## src/rtl/dcount_ud.sv

```systemverilog
// Loadable up/down counter with programmable up-count limit, four terminal modes,
// registered terminal-count pulse and a run flag used by one-shot mode.
module dcount_ud #(
    parameter int               WIDTH     = 16,
    parameter logic [WIDTH-1:0] RESET_VAL = '0
) (
    input  logic             clk,
    input  logic             reset,
    input  logic [0:WIDTH-1] data,
    input  logic [0:WIDTH-1] limit,
    input  logic             load,
    input  logic             ena,
    input  logic             dir,
    input  logic [0:1]       mode,
    output logic [0:WIDTH-1] count,
    output logic             tc,
    output logic             run,
    output logic             zero
);

    typedef enum logic [1:0] {
        M_WRAP    = 2'd0,
        M_SAT     = 2'd1,
        M_RELOAD  = 2'd2,
        M_ONESHOT = 2'd3
    } mode_e;

    logic [WIDTH-1:0] data_v;
    logic [WIDTH-1:0] limit_v;
    logic [WIDTH-1:0] count_q, count_d;
    logic             tc_q, tc_d;
    logic             run_q, run_d;
    logic             term;
    mode_e            mode_v;

    // Ports use ascending ranges with bit 0 as LSB; map index-for-index.
    for (genvar i = 0; i < WIDTH; i++) begin : g_bits
        assign data_v[i]  = data[i];
        assign limit_v[i] = limit[i];
        assign count[i]   = count_q[i];
    end

    assign mode_v = mode_e'({mode[1], mode[0]});
    assign term   = dir ? (count_q == '0) : (count_q == limit_v);
    assign tc     = tc_q;
    assign run    = run_q;
    assign zero   = (count_q == '0);

    always_comb begin
        count_d = count_q;
        tc_d    = 1'b0;
        run_d   = run_q;
        if (load) begin
            count_d = data_v;
            run_d   = 1'b1;
        end else if (ena && run_q) begin
            if (!term) begin
                count_d = dir ? (count_q - WIDTH'(1)) : (count_q + WIDTH'(1));
            end else begin
                tc_d = 1'b1;
                case (mode_v)
                    M_WRAP:    count_d = dir ? limit_v : '0;
                    M_SAT:     count_d = count_q;
                    M_RELOAD:  count_d = data_v;
                    M_ONESHOT: run_d   = 1'b0;
                    default:   count_d = count_q;
                endcase
            end
        end
    end

    always_ff @(posedge clk) begin
        if (reset) begin
            count_q <= RESET_VAL;
            tc_q    <= 1'b0;
            run_q   <= 1'b1;
        end else begin
            count_q <= count_d;
            tc_q    <= tc_d;
            run_q   <= run_d;
        end
    end

endmodule

```

## config.mk

```make
export PLATFORM = sky130hd
export DESIGN_NAME = dcount_ud
export DESIGN_NICKNAME = d
export VERILOG_FILES = /design/src/rtl/dcount_ud.sv
export SDC_FILE = /design/constraint.sdc
export NUM_CORES = 1
export LEC_CHECK = 0
export ABC_AREA = 1
export CAP_MARGIN = 10
export CELL_PAD_IN_SITES_DETAIL_PLACEMENT = 1
export CELL_PAD_IN_SITES_GLOBAL_PLACEMENT = 2
export CORE_MARGIN = 4
export CORE_UTILIZATION = 25
export DETAILED_ROUTE_END_ITERATION = 7
export GPL_ROUTABILITY_DRIVEN = 0
export PLACE_DENSITY = 0.93
export SETUP_SLACK_MARGIN = 0.2
export SYNTH_ARGS = -nofsm -noshare
export SYNTH_HDL_FRONTEND = slang
export SYNTH_SLANG_ARGS = --single-unit
```

## constraint.sdc

```tcl
create_clock -name clk -period 3.1 [get_ports clk]
set_input_delay 0.93 -clock clk [delete_from_list [all_inputs] [get_ports clk]]
set_output_delay 0.93 -clock clk [all_outputs]
set_load 0.02 [all_outputs]
```

Word-level counts from Yosys, hierarchy flattened
Index checks and enable logic that the tools add are counted.
Widths: inputs -> output; s select.

cells by class
  add/sub/neg operators = 2
  eq/ne operators = 4
  multiplexer cells = 8
  bitwise logic cells = 1
  reduce and logical (&&, ||, !) cells = 8

operators by type and width
  cell                   count
  $mux 16                5
  $pmux 16 s2            1
  $add 16x1->16 const B  1
  $eq 16x16->1           1
  $logic_not 16->1       1
  $sub 16x1->16 const B  1
  $eq 2x2->1 const B     2
  $ne 4x2->1 const B     1
  $reduce_and 3->1       1
  $reduce_or 3->1        1
  $logic_not 2->1        1
  $mux 1                 2
  $reduce_and 2->1       1
  $reduce_bool 2->1      1
  $reduce_or 2->1        1
  $logic_and 1x1->1      1
  $not 1->1              1

storage, ports and cells
  flip-flop bits (word level) = 18
  output and inout port bits = 19

Longest topological paths before layout
  depth after elaboration = 5
  depth in mapped cells = 15
  mapped depth without buffers = 14

Least setup slack after synthesis
OpenSTA, ideal clock, no wires.

  path type = input to register
  start = input port dir
  end = register count_q[12]
  library setup time = 0.117 ns
  arrival time = 2.311 ns
  required time = 2.983 ns
  slack = 0.672 ns
  stages = 9
  path buffers = 0
  cells stage by stage = ha_1 > or2_2 > and2_1 > a21oi_1 > o21ai_0 > nor2_1 > nor2_1 > nor3_1 > nor2_1

on the way
  longest elaborated chain between the ends = 5

RTL lines
  element               line  RTL
  start, declared       13    input logic dir,
  $mux 16               62    M_WRAP: count_d = dir ? limit_v : '0;
  $pmux 16 s2           61    case (mode_v)
  $mux 16               57    if (!term) begin
  $mux 16               56    end else if (ena && run_q) begin
  $mux 16               53    if (load) begin
  end signal, assigned  78    count_q <= count_d;
  end, declared         30    logic [WIDTH-1:0] count_q, count_d;

Parallel ways exist; a longest one is shown, timed or not. The select of a mux whose other input is x is not followed.
A chain may end at the register's enable or synchronous reset.

Worst setup path in the final report
  start = register count_q[12]
  end = output port zero

on the way
  longest elaborated chain between the ends = 1

RTL lines
  element           line  RTL
  $logic_not 16->1  47    assign zero = (count_q == '0);
  end, declared     18    output logic zero

Every way passes these cells.

==> run summary <==
Row count: 36
Ant. Diodes: 0
Net load switching power: 482 uW
Fin cells: 691
Min-delay src: run$_SDFFE_PP1P_
Min-delay worst type: flop to flop
H-tree levels: 1
Req. time, crit path: 2.17 ns
Clk pwr share: 18.0%
Routed vias: 3219
CTS clk-pin slew, worst paths: 0.08 ns
Sw frac: 42.6%
Post-synth top area share: 27.6%
Max_slew headroom: 65.6%
CP Data Arrival Time: 1.84 ns
Synth area leader: nand2_1
Sequential share of power: 25.2%
Worst-Margin Slew: 0.515 ns
Starting density of the core: 25.6%
Clock sink count: 18
Post-route DRC: 0
First-pass GRT wire length: 16600 microns
Clk_skew: 0.00259 ns
Post-synthesis sequential area ratio: 14.4%
Hold EP: run$_SDFFE_PP1P_
Hold path cells: 2
Clock Latency Late Sink: 0.26 ns
Top area cells in the synthesized netlist: nand2_1 (28%), dfxtp_1 (14%), nor2_1 (9.0%), inv_1 (8.4%), o21ai_0 (7.2%)
Mean area per synthesized cell: 5.26 sq um
Ratio of final minimum period to clock period: 89.5%
Seq cells post-synth: 18
Floorplan core area: 9770 sq um
Internal power: 648 uW
Syn Inst Count: 475
Worst R2R Path Depth: 13
Gr usage total: 17.6%
Synthesized area: 2500 sq um
I/O Buffers: 57
Hold buffer count at cts: 0
Final wirelength: 9990 microns
Fin. Hold Viols: 0
Vias in the first global route: 3418
R2r setup slk: 1.03 ns
Worst r2r src: count_q[12]$_SDFFE_PP0P_
Crit path max fanout: 5
Die Area: 11700 sq um
Final Cell Area: 3490 sq um
Maximum capacitance violations: 0
Final net count: 613
VDD IR max: 0.173 mV
Setup repair after global routing missed its margin: true
Tot Pwr: 1.13 mW
Syn Nets: 529
Ys Warns: 0
Crit path kind: flop to output port
Die width: 108 microns
Clock Path Buffers: 2
Initial antenna violation count: 0
Vias per inst: 4.66
Worst r2r dst: count_q[10]$_SDFFE_PP0P_
Count of cell types in the netlist: 31
Root Buffer: clkbuf_8
Placed Instances: 687
Outcome: finished clean
Fmax achieved: 360 MHz
Layout cell share with drive strength beyond 1: 10.0%
PD cells: 324 nW/um^2
Largest net degree at the start of global routing: 33
Height of the die: 108 microns
Routed len/inst: 14.5 microns
Combinational Power Share: 56.8%
Hpwl dp: 8510 microns
CP Capture Type: output port
Clock period minus worst slack: 2.77 ns
CP startpoint kind: flop
Remaining global-route overflow: 0
Leak: 1.78 nW
Final count of pins violating max slew: 0
Final Setup Violations: 0
Ports: 58
CTS Buf Count: 3
Initial drt markers: 65
CTS tree: built
Final ANT Viol Nets: 0
Layout area overhead: 39.6%
Placed cell area: 3430 sq um
Drt pass-1 iters: 4
-- power groups by stage --
stage | logic [mW] | clock network [mW] | registers, mW
finish | 0.642 | 0.204 | 0.285
floorplan | 0.339 | 0 | 0.308
detailed placement | 0.644 | 0 | 0.291
global placement | 0.624 | 0 | 0.291
global route | 0.721 | 0.221 | 0.289
CTS | 0.648 | 0.212 | 0.286
-- sequential cells by signal (all words and copies together) (netlist names) --
name     count
tc           1
run          1
count_q     16
-- routing by layer --
layer,global-route usage (%),part of all wire (%),vias to the layer above,wire length [microns]
met3,2.27,4.3,4,432
li1,-,-,1661,-
met1,22.6,44,1489,4420
met2,32.0,51,65,5080
met4,2.52,0.48,0,48
met5,0,0,-,0
-- worst max-delay path, cell delays in order (launching register included) --
cell and delay [ns]:
dfxtp_1 0.40, inv_1 0.10, nand4_1 0.14, nor2_1 0.13, nand2_1 0.09, inv_1 0.10
clkdlybuf4s50_1 0.62
-- worst max path at each step --
| stage | start | to |
|---|---|---|
| floorplan | dir | count_q[12]$_SDFFE_PP0P_ |
| global placement | dir | count_q[12]$_SDFFE_PP0P_ |
| detailed placement | dir | count_q[15]$_SDFFE_PP0P_ |
| CTS | count_q[12]$_SDFFE_PP0P_ | zero |
| global route | limit[5] | count_q[12]$_SDFFE_PP0P_ |
| finish | count_q[12]$_SDFFE_PP0P_ | zero |
-- cells by family (layout without fill, tap and decap cells) --
family / count (synthesis) / in the layout / share of synthesized area [%]
AOI/OAI and AO/OA: 63 / 63 / 13.3
xor gates and xnor gates: 6 / 6 / 2.10
adders and majority gates: 15 / 15 / 7.81
buffers and inverters: 74 / 157 / 11.9
DFF: 18 / 18 / 14.4
and+or+nand+nor: 299 / 299 / 50.6
-- timing repair --
action,CTS,global route
hold endpoints to repair,0,0
setup endpoints to repair,2,4
buffers inserted,0,0
resized for setup,2,4
-- cell type report --
cell class / instances / area (sq um)
Clock buffer: 4 / 55.1
Fill cell: 1361 / 6280
Inverter: 61 / 229
Multi-Input combinational cell: 383 / 1840
Sequential cell: 18 / 360
Tap cell: 133 / 166
Timing Repair Buffer: 92 / 836
-- cell usage in the layout (no fill, tap or decap) --
cell type | Yosys | final
o21ai_1 | 1 | 5
inv_1 | 56 | 56
nand3_4 | 2 | 2
nand3_1 | 24 | 24
dfxtp_1 | 18 | 18
clkinv_1 | 1 | 1
nand2_4 | 2 | 2
o21bai_1 | 2 | 2
and2_1 | 2 | 2
o21ai_0 | 36 | 32
xnor2_1 | 2 | 2
nand2_1 | 184 | 184
o21ai_2 | 3 | 3
ha_1 | 14 | 14
nand4_1 | 5 | 5
or2_2 | 1 | 1
buf_6 | 2 | 1
nor2_1 | 60 | 60
nor2_2 | 2 | 2
nor3_1 | 8 | 8
fa_1 | 1 | 1
nor4_1 | 1 | 1
nand3b_1 | 5 | 5
nor2_4 | 1 | 1
inv_2 | 4 | 4
a21oi_1 | 21 | 21
clkdlybuf4s50_1 | 0 | 56
nand2_2 | 2 | 2
clkbuf_8 | 0 | 4
dlygate4sd2_1 | 0 | 1
buf_4 | 1 | 34
xor2_1 | 4 | 4
-- cells in the mapped netlist --
master / count
fa_1: 1
a21oi_1: 21
nor2_4: 1
inv_1: 56
xor2_1: 4
and2_1: 2
or2_2: 1
nand3_1: 24
o21ai_1: 1
buf_4: 1
o21ai_0: 36
buf_1: 1
nand3_4: 2
inv_2: 4
nor2_1: 60
xnor2_1: 2
dfxtp_1: 18
nand2_1: 184
o21ai_2: 3
clkbuf_1: 9
clkinv_1: 1
buf_6: 2
ha_1: 14
o21bai_1: 2
nor3_1: 8
nand2_4: 2
nand2_2: 2
nor4_1: 1
nand3b_1: 5
nand4_1: 5
nor2_2: 2
-- metrics by stage --
stage / hold slack, ns / util, % / worst slack, ns / setup TNS, ns
after floorplan: 0.568 / - / 0.672 / 0
after global placement: 0.501 / 35.1 / 0.0163 / 0
after detailed placement: 0.517 / 35.1 / -0.106 / -0.458
after CTS: 0.529 / 35.7 / 0.295 / 0
after global routing: 0.573 / 35.7 / 0.186 / 0
final: 0.531 / 35.7 / 0.326 / 0
(Power assumes the default switching activity.)
